--- config.mk ---
export PLATFORM = sky130hd
export DESIGN_NAME = tribus_arbiter_flat
export DESIGN_NICKNAME = d
export VERILOG_FILES = /design/src/rtl/tribus_if.sv /design/src/rtl/tribus_arbiter.sv /design/src/flat_wrapper.sv
export SDC_FILE = /design/constraint.sdc
export NUM_CORES = 1
export LEC_CHECK = 0
export CORE_UTILIZATION = 45
export DETAILED_ROUTE_END_ITERATION = 10
export PLACE_DENSITY = 0.76
export SLEW_MARGIN = 40
export SYNTH_ARGS = -nofsm -noshare
export SYNTH_HDL_FRONTEND = slang
export SYNTH_SLANG_ARGS = --single-unit
--- constraint.sdc ---
create_clock -name clk -period 1.7 [get_ports clk]
set_input_delay 0.34 -clock clk [delete_from_list [all_inputs] [get_ports clk]]
set_output_delay 0.34 -clock clk [all_outputs]
set_load 0.1 [all_outputs]
--- src/rtl/tribus_if.sv ---
// tribus_if: bus-side signals of the tri-state bus arbiter.
//   req      : per-requester level-held request (from requesters)
//   grant    : one-hot grant, the requester prepares its data
//   oe       : one-hot tri-state output enable for requester drivers
//   park_en  : enable for the park/pull driver that holds the idle value
//   busy     : bus allocated (arbitration, ownership or turnaround)
//   owner_id : index of the current or most recent owner
//   timeout  : one-cycle pulse after a forced release
// The arbiter uses the master modport; requesters use the slave modport.
interface tribus_if #(
   parameter int N_REQ = 4
);
   localparam int IDW = $clog2(N_REQ);

   logic [N_REQ-1:0] req;
   logic [N_REQ-1:0] grant;
   logic [N_REQ-1:0] oe;
   logic             park_en;
   logic             busy;
   logic [IDW-1:0]   owner_id;
   logic             timeout;

   modport master (input req, output grant, oe, park_en, busy, owner_id, timeout);
   modport slave  (output req, input grant, oe, park_en, busy, owner_id, timeout);
endinterface

--- src/rtl/tribus_arbiter.sv ---
// tribus_arbiter: round-robin arbiter and sequencer for a shared tri-state bus.
// At most one requester drives the bus at a time. Every tenure is framed by a
// one-cycle grant-only (ARB) cycle before oe and TURN undriven cycles after it,
// so two drivers never overlap. The park driver holds the bus while idle.
//   clk   : rising-edge clock
//   rst_n : asynchronous active-low reset
//   bus   : tribus_if master modport (req in; grant/oe/park_en/busy/
//           owner_id/timeout out, all registered)
module tribus_arbiter #(
   parameter int N_REQ    = 4,
   parameter int MAX_HOLD = 8,
   parameter int TURN     = 1
) (
   input  logic     clk,
   input  logic     rst_n,
   tribus_if.master bus
);
   localparam int IDW = $clog2(N_REQ);
   localparam int HW  = (MAX_HOLD > 1) ? $clog2(MAX_HOLD) : 1;
   localparam int TW  = (TURN > 1) ? $clog2(TURN) : 1;
   localparam logic [HW-1:0]  HOLD_LAST = HW'(MAX_HOLD - 1);
   localparam logic [TW-1:0]  TURN_LAST = TW'(TURN - 1);
   localparam logic [IDW-1:0] LAST_IDX  = IDW'(N_REQ - 1);

   typedef enum logic [1:0] {S_IDLE, S_ARB, S_OWN, S_TURN} state_t;

   state_t           state;
   logic [N_REQ-1:0] grant_q, oe_q;
   logic             park_q, busy_q, timeout_q;
   logic [IDW-1:0]   owner_q, rr_ptr, win, nxt_ptr;
   logic [HW-1:0]    hold_cnt;
   logic [TW-1:0]    turn_cnt;

   // First set request at or after the round-robin pointer, wrapping.
   function automatic logic [IDW-1:0] rr_pick(input logic [N_REQ-1:0] r,
                                              input logic [IDW-1:0]   p);
      logic [IDW-1:0] w;
      logic           found;
      int             idx;
      w     = '0;
      found = 1'b0;
      for (int i = 0; i < N_REQ; i++) begin
         idx = (int'(p) + i) % N_REQ;
         if (!found && r[idx[IDW-1:0]]) begin
            w     = idx[IDW-1:0];
            found = 1'b1;
         end
      end
      return w;
   endfunction

   always_comb begin
      win     = rr_pick(bus.req, rr_ptr);
      nxt_ptr = (owner_q == LAST_IDX) ? '0 : owner_q + 1'b1;
   end

   always_ff @(posedge clk or negedge rst_n) begin
      if (!rst_n) begin
         state     <= S_IDLE;
         grant_q   <= '0;
         oe_q      <= '0;
         park_q    <= 1'b1;
         busy_q    <= 1'b0;
         owner_q   <= '0;
         timeout_q <= 1'b0;
         rr_ptr    <= '0;
         hold_cnt  <= '0;
         turn_cnt  <= '0;
      end else begin
         timeout_q <= 1'b0;
         case (state)
            S_IDLE: begin
               if (|bus.req) begin
                  state   <= S_ARB;
                  owner_q <= win;
                  grant_q <= N_REQ'(1) << win;
                  park_q  <= 1'b0;
                  busy_q  <= 1'b1;
               end
            end
            // Park released, grant up, nobody driving yet.
            S_ARB: begin
               if (bus.req[owner_q]) begin
                  state    <= S_OWN;
                  hold_cnt <= '0;
                  oe_q     <= grant_q;
               end else begin
                  state    <= S_TURN;
                  grant_q  <= '0;
                  rr_ptr   <= nxt_ptr;
                  turn_cnt <= '0;
               end
            end
            S_OWN: begin
               if (!bus.req[owner_q] || hold_cnt == HOLD_LAST) begin
                  state     <= S_TURN;
                  grant_q   <= '0;
                  oe_q      <= '0;
                  rr_ptr    <= nxt_ptr;
                  turn_cnt  <= '0;
                  // Still requesting here means the hold limit forced release.
                  timeout_q <= bus.req[owner_q];
               end else begin
                  hold_cnt <= hold_cnt + 1'b1;
               end
            end
            S_TURN: begin
               if (turn_cnt == TURN_LAST) begin
                  if (|bus.req) begin
                     // Back-to-back tenure: park stays off.
                     state   <= S_ARB;
                     owner_q <= win;
                     grant_q <= N_REQ'(1) << win;
                  end else begin
                     state  <= S_IDLE;
                     park_q <= 1'b1;
                     busy_q <= 1'b0;
                  end
               end else begin
                  turn_cnt <= turn_cnt + 1'b1;
               end
            end
            default: state <= S_IDLE;
         endcase
      end
   end

   assign bus.grant    = grant_q;
   assign bus.oe       = oe_q;
   assign bus.park_en  = park_q;
   assign bus.busy     = busy_q;
   assign bus.owner_id = owner_q;
   assign bus.timeout  = timeout_q;
endmodule

--- src/flat_wrapper.sv ---
// flat-port wrapper written by rule: the top's interface ports become plain ports
module tribus_arbiter_flat 
#(
   parameter int N_REQ    = 4,
   parameter int MAX_HOLD = 8,
   parameter int TURN     = 1
)
  (clk, rst_n, bus_req, bus_grant, bus_oe, bus_park_en, bus_busy, bus_owner_id, bus_timeout);
  tribus_if #(.N_REQ(N_REQ)) bus_i ();
  input  logic clk;
  input  logic rst_n;
  input wire logic [$bits(bus_i.req)-1:0] bus_req;
  output wire logic [$bits(bus_i.grant)-1:0] bus_grant;
  output wire logic [$bits(bus_i.oe)-1:0] bus_oe;
  output wire logic [$bits(bus_i.park_en)-1:0] bus_park_en;
  output wire logic [$bits(bus_i.busy)-1:0] bus_busy;
  output wire logic [$bits(bus_i.owner_id)-1:0] bus_owner_id;
  output wire logic [$bits(bus_i.timeout)-1:0] bus_timeout;
  assign bus_i.req = bus_req;
  assign bus_grant = bus_i.grant;
  assign bus_oe = bus_i.oe;
  assign bus_park_en = bus_i.park_en;
  assign bus_busy = bus_i.busy;
  assign bus_owner_id = bus_i.owner_id;
  assign bus_timeout = bus_i.timeout;
  tribus_arbiter #(.N_REQ(N_REQ), .MAX_HOLD(MAX_HOLD), .TURN(TURN)) u_core (.clk(clk), .rst_n(rst_n), .bus(bus_i));
endmodule
==> results of run 1 <==
-- worst register-to-register path, cell delays in order (launching register included) --
cell	delay [ps]
dfrtp_4	440
mux4_2	590
and2_4	190
or2_4	240
a32o_1	220
-- stage by stage --
stage | TNS [ps] | util (%) | hold WS [ps] | instance area (sq um)
global placement | -5450 | 69.2 | 487 | 1570
detailed placement | -6710 | 69.2 | 499 | 1570
floorplan | -2360 | - | 44.4 | 1130
global route | -1590 | 72.4 | 265 | 1650
finish | -448 | 72.4 | 280 | 1650
CTS | -447 | 72.1 | 282 | 1640
-- cell families (layout without fill, tap and decap cells) --
family	count (synthesis)	after routing	synth area share, %
AOI/OAI and AO/OA	41	41	25.4
and+or+nand+nor	24	24	13.0
DFF	20	20	45.0
buffers and inverters	8	43	2.69
adders and majority gates	7	7	7.86
muxes	5	5	6.06
-- layout make-up --
class	instances	share of cell area, %
clock inverters	1	1.82
flip-flops and latches	20	30.8
repair buffers	34	25.9
inverters	5	1.14
multi-input cells	77	36.9
well taps	28	2.13
clock buffers	3	1.37
-- cells in the mapped netlist (2+ instances only) --
| cell | instances | share of area, % |
|---|---|---|
| a32o_1 | 4 | 3.6 |
| nor3b_1 | 4 | 2.7 |
| a21o_1 | 2 | 1.3 |
| o31ai_1 | 5 | 3.4 |
| mux2_2 | 4 | 4.0 |
| nand2_1 | 4 | 1.3 |
| nor2b_1 | 2 | 1.1 |
| nor2_1 | 3 | 1.0 |
| o21ai_0 | 10 | 4.5 |
| a22o_1 | 2 | 1.6 |
| dfrtp_1 | 19 | 43 |
| inv_1 | 5 | 1.7 |
| nand2b_1 | 3 | 1.7 |
| and3_1 | 2 | 1.1 |
| ha_1 | 7 | 7.9 |
| a21oi_1 | 9 | 4.0 |
| clkbuf_1 | 3 | 1.0 |
-- sequential cells by signal, summed over array words and instances, names as in the netlist --
signal	cells
u_core.bus.park_en	1
u_core.bus.busy	1
u_core.bus.timeout	1
u_core.bus.oe	4
u_core.bus.grant	4
u_core.bus.owner_id	2
u_core.rr_ptr	2
u_core.state	2
u_core.hold_cnt	3
-- per-layer routing --
layer	GRT usage, %	up-vias	share of wire, %	wire length [microns]
met5	0	-	0	0
met4	9.91	0	1.4	38
met3	2.63	5	3.4	95
met2	41.3	29	54	1490
met1	27.3	475	42	1160
li1	-	468	-	-
-- repair_timing --
item | in CTS | in global routing
buffers inserted | 2 | 0
setup endpoints to repair | 14 | 17
pin swaps | 0 | 1
resized for setup | 4 | 4
-- path summary, 6_finish.rpt --
| check | startpoint | end | depth (start not counted) |
|---|---|---|---|
| setup / recovery | u_core.bus.owner_id[0] | u_core.bus.oe[2] | 4 |
| max in group asynchronous | rst_n | u_core.bus.oe[2] | 2 |
| hold reg to reg | u_core.bus.park_en | u_core.bus.park_en | 2 |
| hold / removal | rst_n | u_core.rr_ptr[0] | 1 |
| setup reg to reg | u_core.bus.owner_id[0] | u_core.bus.oe[2] | 4 |
| min in group clk | u_core.bus.park_en | u_core.bus.park_en | 2 |
==> impl_metrics.json, run 1 <==
{
  "outcome": "finished with violations",
  "failed_checks": "negative setup slack",
  "overflow": 0,
  "clock_latency_ps": 310,
  "final_common_cell": "dfrtp_1",
  "fin_skew_ps": 8.74,
  "synthFlopType": "dfrtp_1",
  "yosysSeqAreaShare_pct": 45.0,
  "final_cells": 168,
  "start_kind": "register",
  "cts_tree": "built",
  "cp.arrival_ps": 1990,
  "grt_pass1_wl_mm": 4.40,
  "path_clk_slew_ps": 130,
  "path_max_fanout": 8,
  "place_congestion": 0.827,
  "ioPinCount": 19,
  "start_util_pct": 49.0,
  "wire_per_inst_microns": 16.6,
  "critPathMaxStageDelay_ps": 590,
  "cts_buffers": 3,
  "slew_violations": 0,
  "syn_inst": 105,
  "ys_warn_count": 0,
  "synth_edf_count": 0,
  "synth-async-reset-ratio_pct": 100,
  "synth_fp_nets": 118,
  "dr_total_vias": 977,
  "layout-drive-gt1-share_pct": 35.7,
  "worst_pin_slew_ps": 362,
  "synth-seq-cells": 20,
  "drc": 0,
  "grt_usage_pct": 23.0,
  "ant_nets": 0,
  "drt-total-wl_mm": 2.79,
  "final_cell_mix": "dfrtp_1, buf_4, buf_12",
  "synth.avg_cell_area_sq_um": 10.6,
  "die_area_sq_um": 2680,
  "root_buffer": "clkbuf_4",
  "period_share_pct": 105,
  "syn-cell-area_sq_um": 1110,
  "die_y_microns": 51.8,
  "clkSinkCount": 20,
  "cap_violations": 0,
  "cts_hold_buf": 0,
  "drtIter0Drc": 32,
  "relSlewSlack_pct": 75.7,
  "nFillCells": 179,
  "viasPerCell": 5.82,
  "antenna_found_initial": 0,
  "cts.htree.levels": 1,
  "crit_chain": "mux4_2, and2_4, or2_4, a32o_1",
  "critPathTopFamily": "multiplexers",
  "holdCritPathClass": "input port to asynchronous set/reset pin",
  "ff_latch_area_sq_um": 507,
  "hold_violations": 0,
  "crit_buf_inv": 0,
  "crit_slowest_cell": "mux4_2",
  "post-place-ws_ps": -440,
  "worstPathRequired_ps": 1910,
  "clock_path_buffers": 2,
  "post-route-min-period_ps": 1790,
  "rrSetupSlack_ps": -90,
  "die_w_microns": 51.8,
  "io_buffers": 18,
  "dr.pass1.iters": 4,
  "multiInputGateArea_sq_um": 608,
  "critPathCaptureType": "register",
  "grt_max_degree": 15,
  "setup_ws_ps": -86.2,
  "dp_cells": 162,
  "setup_viol_count_final": 9,
  "design.core.area_sq_um": 2280,
  "num_antenna_cells": 0,
  "nets": 154,
  "fmax_ghz": 0.560,
  "synthDistinctLibCells": 34,
  "dp_hpwl_mm": 2.06,
  "rsz0062_at_grt": "yes",
  "critPathKind": "register to register",
  "rows": 17,
  "grt_pass1_vias": 997,
  "area_growth_syn_to_layout_pct": 47.8
}
Power of run 1 is not shown: default switching activity piles up to over one toggle a cycle in this logic, so the estimate is an artifact.
==> inputs of run 2 (changes only) <==
--- a/config.mk
+++ b/config.mk
@@ -6,6 +6,7 @@
 export NUM_CORES = 1
 export LEC_CHECK = 0
 export CORE_UTILIZATION = 45
+export CTS_CLUSTER_DIAMETER = 100
 export DETAILED_ROUTE_END_ITERATION = 10
 export PLACE_DENSITY = 0.76
 export SLEW_MARGIN = 40
==> results of run 2 <==
No change in the layout: final DEF, timing and power equal those of run 1.
Power of run 2 is left out for the same reason.
==> inputs of run 3 (changes only) <==
--- a/config.mk
+++ b/config.mk
@@ -5,10 +5,10 @@
 export SDC_FILE = /design/constraint.sdc
 export NUM_CORES = 1
 export LEC_CHECK = 0
-export CORE_UTILIZATION = 45
-export CTS_CLUSTER_DIAMETER = 100
+export CORE_UTILIZATION = 46
+export CTS_CLUSTER_DIAMETER = 120
 export DETAILED_ROUTE_END_ITERATION = 10
-export PLACE_DENSITY = 0.76
+export PLACE_DENSITY = 0.78
 export SLEW_MARGIN = 40
 export SYNTH_ARGS = -nofsm -noshare
 export SYNTH_HDL_FRONTEND = slang
==> run 3 against run 2 <==
Effect of this change: via count increased by 4.1%; final area increased by 6.5%; worst setup slack improved by 49 ps; die area decreased by 2.1%; core utilization increased by 5.5 points; maximum frequency increased by 2.8%; the run still ends with negative setup slack left; non-clock buffer count increased by 5.
==> impl_metrics.json, run 3 (synthesized netlist as in run 1, its figures left out) <==
{
  "outcome": "finished with violations",
  "failed_checks": "negative setup slack",
  "drt-total-wl_mm": 2.88,
  "antenna_found_initial": 0,
  "clock_latency_ps": 310,
  "cap_violations": 0,
  "critPathMaxStageDelay_ps": 540,
  "fmax_ghz": 0.576,
  "relSlewSlack_pct": 78.5,
  "reg2reg_from": "u_core.bus.owner_id[0]",
  "critPathKind": "input port to register",
  "setup_viol_count_final": 8,
  "grt_pass1_wl_mm": 4.75,
  "critPathTopFamily": "multiplexers",
  "post-route-min-period_ps": 1740,
  "rows": 17,
  "grt_pass1_vias": 1062,
  "holdCritPathClass": "input port to asynchronous set/reset pin",
  "final_common_cell": "buf_4",
  "worst_pin_slew_ps": 320,
  "final_cells": 173,
  "path_max_fanout": 5,
  "die_w_microns": 51.2,
  "final_cell_mix": "buf_4, dfrtp_1, buf_12",
  "critPathCaptureType": "register",
  "crit_buf_inv": 1,
  "root_buffer": "clkbuf_4",
  "slew_violations": 0,
  "dr_total_vias": 1017,
  "worstPathRequired_ps": 1910,
  "crit_start": "bus_req[0]",
  "design.core.area_sq_um": 2250,
  "layout-drive-gt1-share_pct": 43.4,
  "area_growth_syn_to_layout_pct": 57.5,
  "io_buffers": 18,
  "clock_path_buffers": 2,
  "cp.arrival_ps": 1950,
  "overflow": 0,
  "rrSetupSlack_ps": -30,
  "drtIter0Drc": 28,
  "drc": 0,
  "cts_tree": "built",
  "ioPinCount": 19,
  "setup_ws_ps": -36.7,
  "start_kind": "input port",
  "period_share_pct": 102,
  "ant_nets": 0,
  "die_area_sq_um": 2620,
  "crit_chain": "clkdlybuf4s50_1, mux4_2, and2_4, or2_4, a32o_1",
  "dr.pass1.iters": 4,
  "die_y_microns": 51.2,
  "crit_slowest_cell": "mux4_2",
  "fin_area_sq_um": 1760,
  "fin_skew_ps": 10.2,
  "wire_per_inst_microns": 16.6,
  "cts_buffers": 3,
  "viasPerCell": 5.88,
  "hold_violations": 0,
  "cts.htree.levels": 1,
  "cp-endpoint": "u_core.bus.oe[1]",
  "clkSinkCount": 20,
  "num_antenna_cells": 0,
  "cts_hold_buf": 0,
  "start_util_pct": 49.4,
  "post-place-ws_ps": -441,
  "place_congestion": 0.789,
  "dp_hpwl_mm": 2.17,
  "path_clk_slew_ps": 120,
  "rsz0062_at_grt": "yes",
  "final.setup.tns_ps": -187,
  "r2r-end": "u_core.bus.oe[1]",
  "placed_cell_area_sq_um": 1620,
  "reg2reg_depth": 4,
  "grt_max_degree": 21,
  "dp_cells": 166,
  "nets": 159,
  "grt_usage_pct": 24.9,
  "cp_num_cells": 5
}
run 3: metal layers:
| layer | share of wire (%) | track usage [%] | routed length, microns | vias to the layer above |
|---|---|---|---|---|
| met4 | 3.6 | 12.6 | 104 | 0 |
| met2 | 53 | 43.0 | 1530 | 27 |
| li1 | - | - | - | 479 |
| met5 | 0 | 0 | 0 | - |
| met1 | 40 | 29.7 | 1160 | 501 |
| met3 | 2.7 | 4.17 | 79 | 10 |
run 3: how the worst min path moves through the flow:
stage | startpoint | endpoint | slack (ps)
2_1_floorplan | rst_n | u_core.bus.busy | 40
3_3_place_gp | u_core.hold_cnt[2] | u_core.hold_cnt[2] | 490
3_5_place_dp | u_core.hold_cnt[2] | u_core.hold_cnt[2] | 520
4_1_cts | rst_n | u_core.hold_cnt[1] | 360
5_1_grt | rst_n | u_core.bus.oe[0] | 380
6_report | rst_n | u_core.hold_cnt[1] | 350
run 3: metrics by stage:
step           utilization, %  hold slack [ps]
2_1_floorplan               -             44.4
3_3_place_gp             71.7              489
3_5_place_dp             71.7              521
4_1_cts                  75.6              357
5_1_grt                  77.9              378
6_report                 77.9              354
run 3: final cells by class:
type / count / area [sq um]
Timing Repair Buffer: 39 / 482
Clock buffer: 3 / 22.5
Sequential cell: 20 / 507
Fill cell: 148 / 499
Multi-Input combinational cell: 77 / 661
Clock inverter: 1 / 30.0
Inverter: 5 / 18.8
Tap cell: 28 / 35.0
run 3: what timing repair did:
item | CTS | global route
endpoints found under the setup margin | 13 | 17
gates resized for setup | 6 | 11
cloned | 0 | 0
pin swaps | 5 | 1
setup buffers | 3 | 0
run 3: worst register-to-register path, delay by kind of cell (launching register included):
kind	cells	cell delay (ps)
AO/OA/AOI/OAI	1	220
flip-flops	1	430
multiplexers	1	570
AND/OR/NAND/NOR	2	420
Power of run 3 is left out for the same reason.
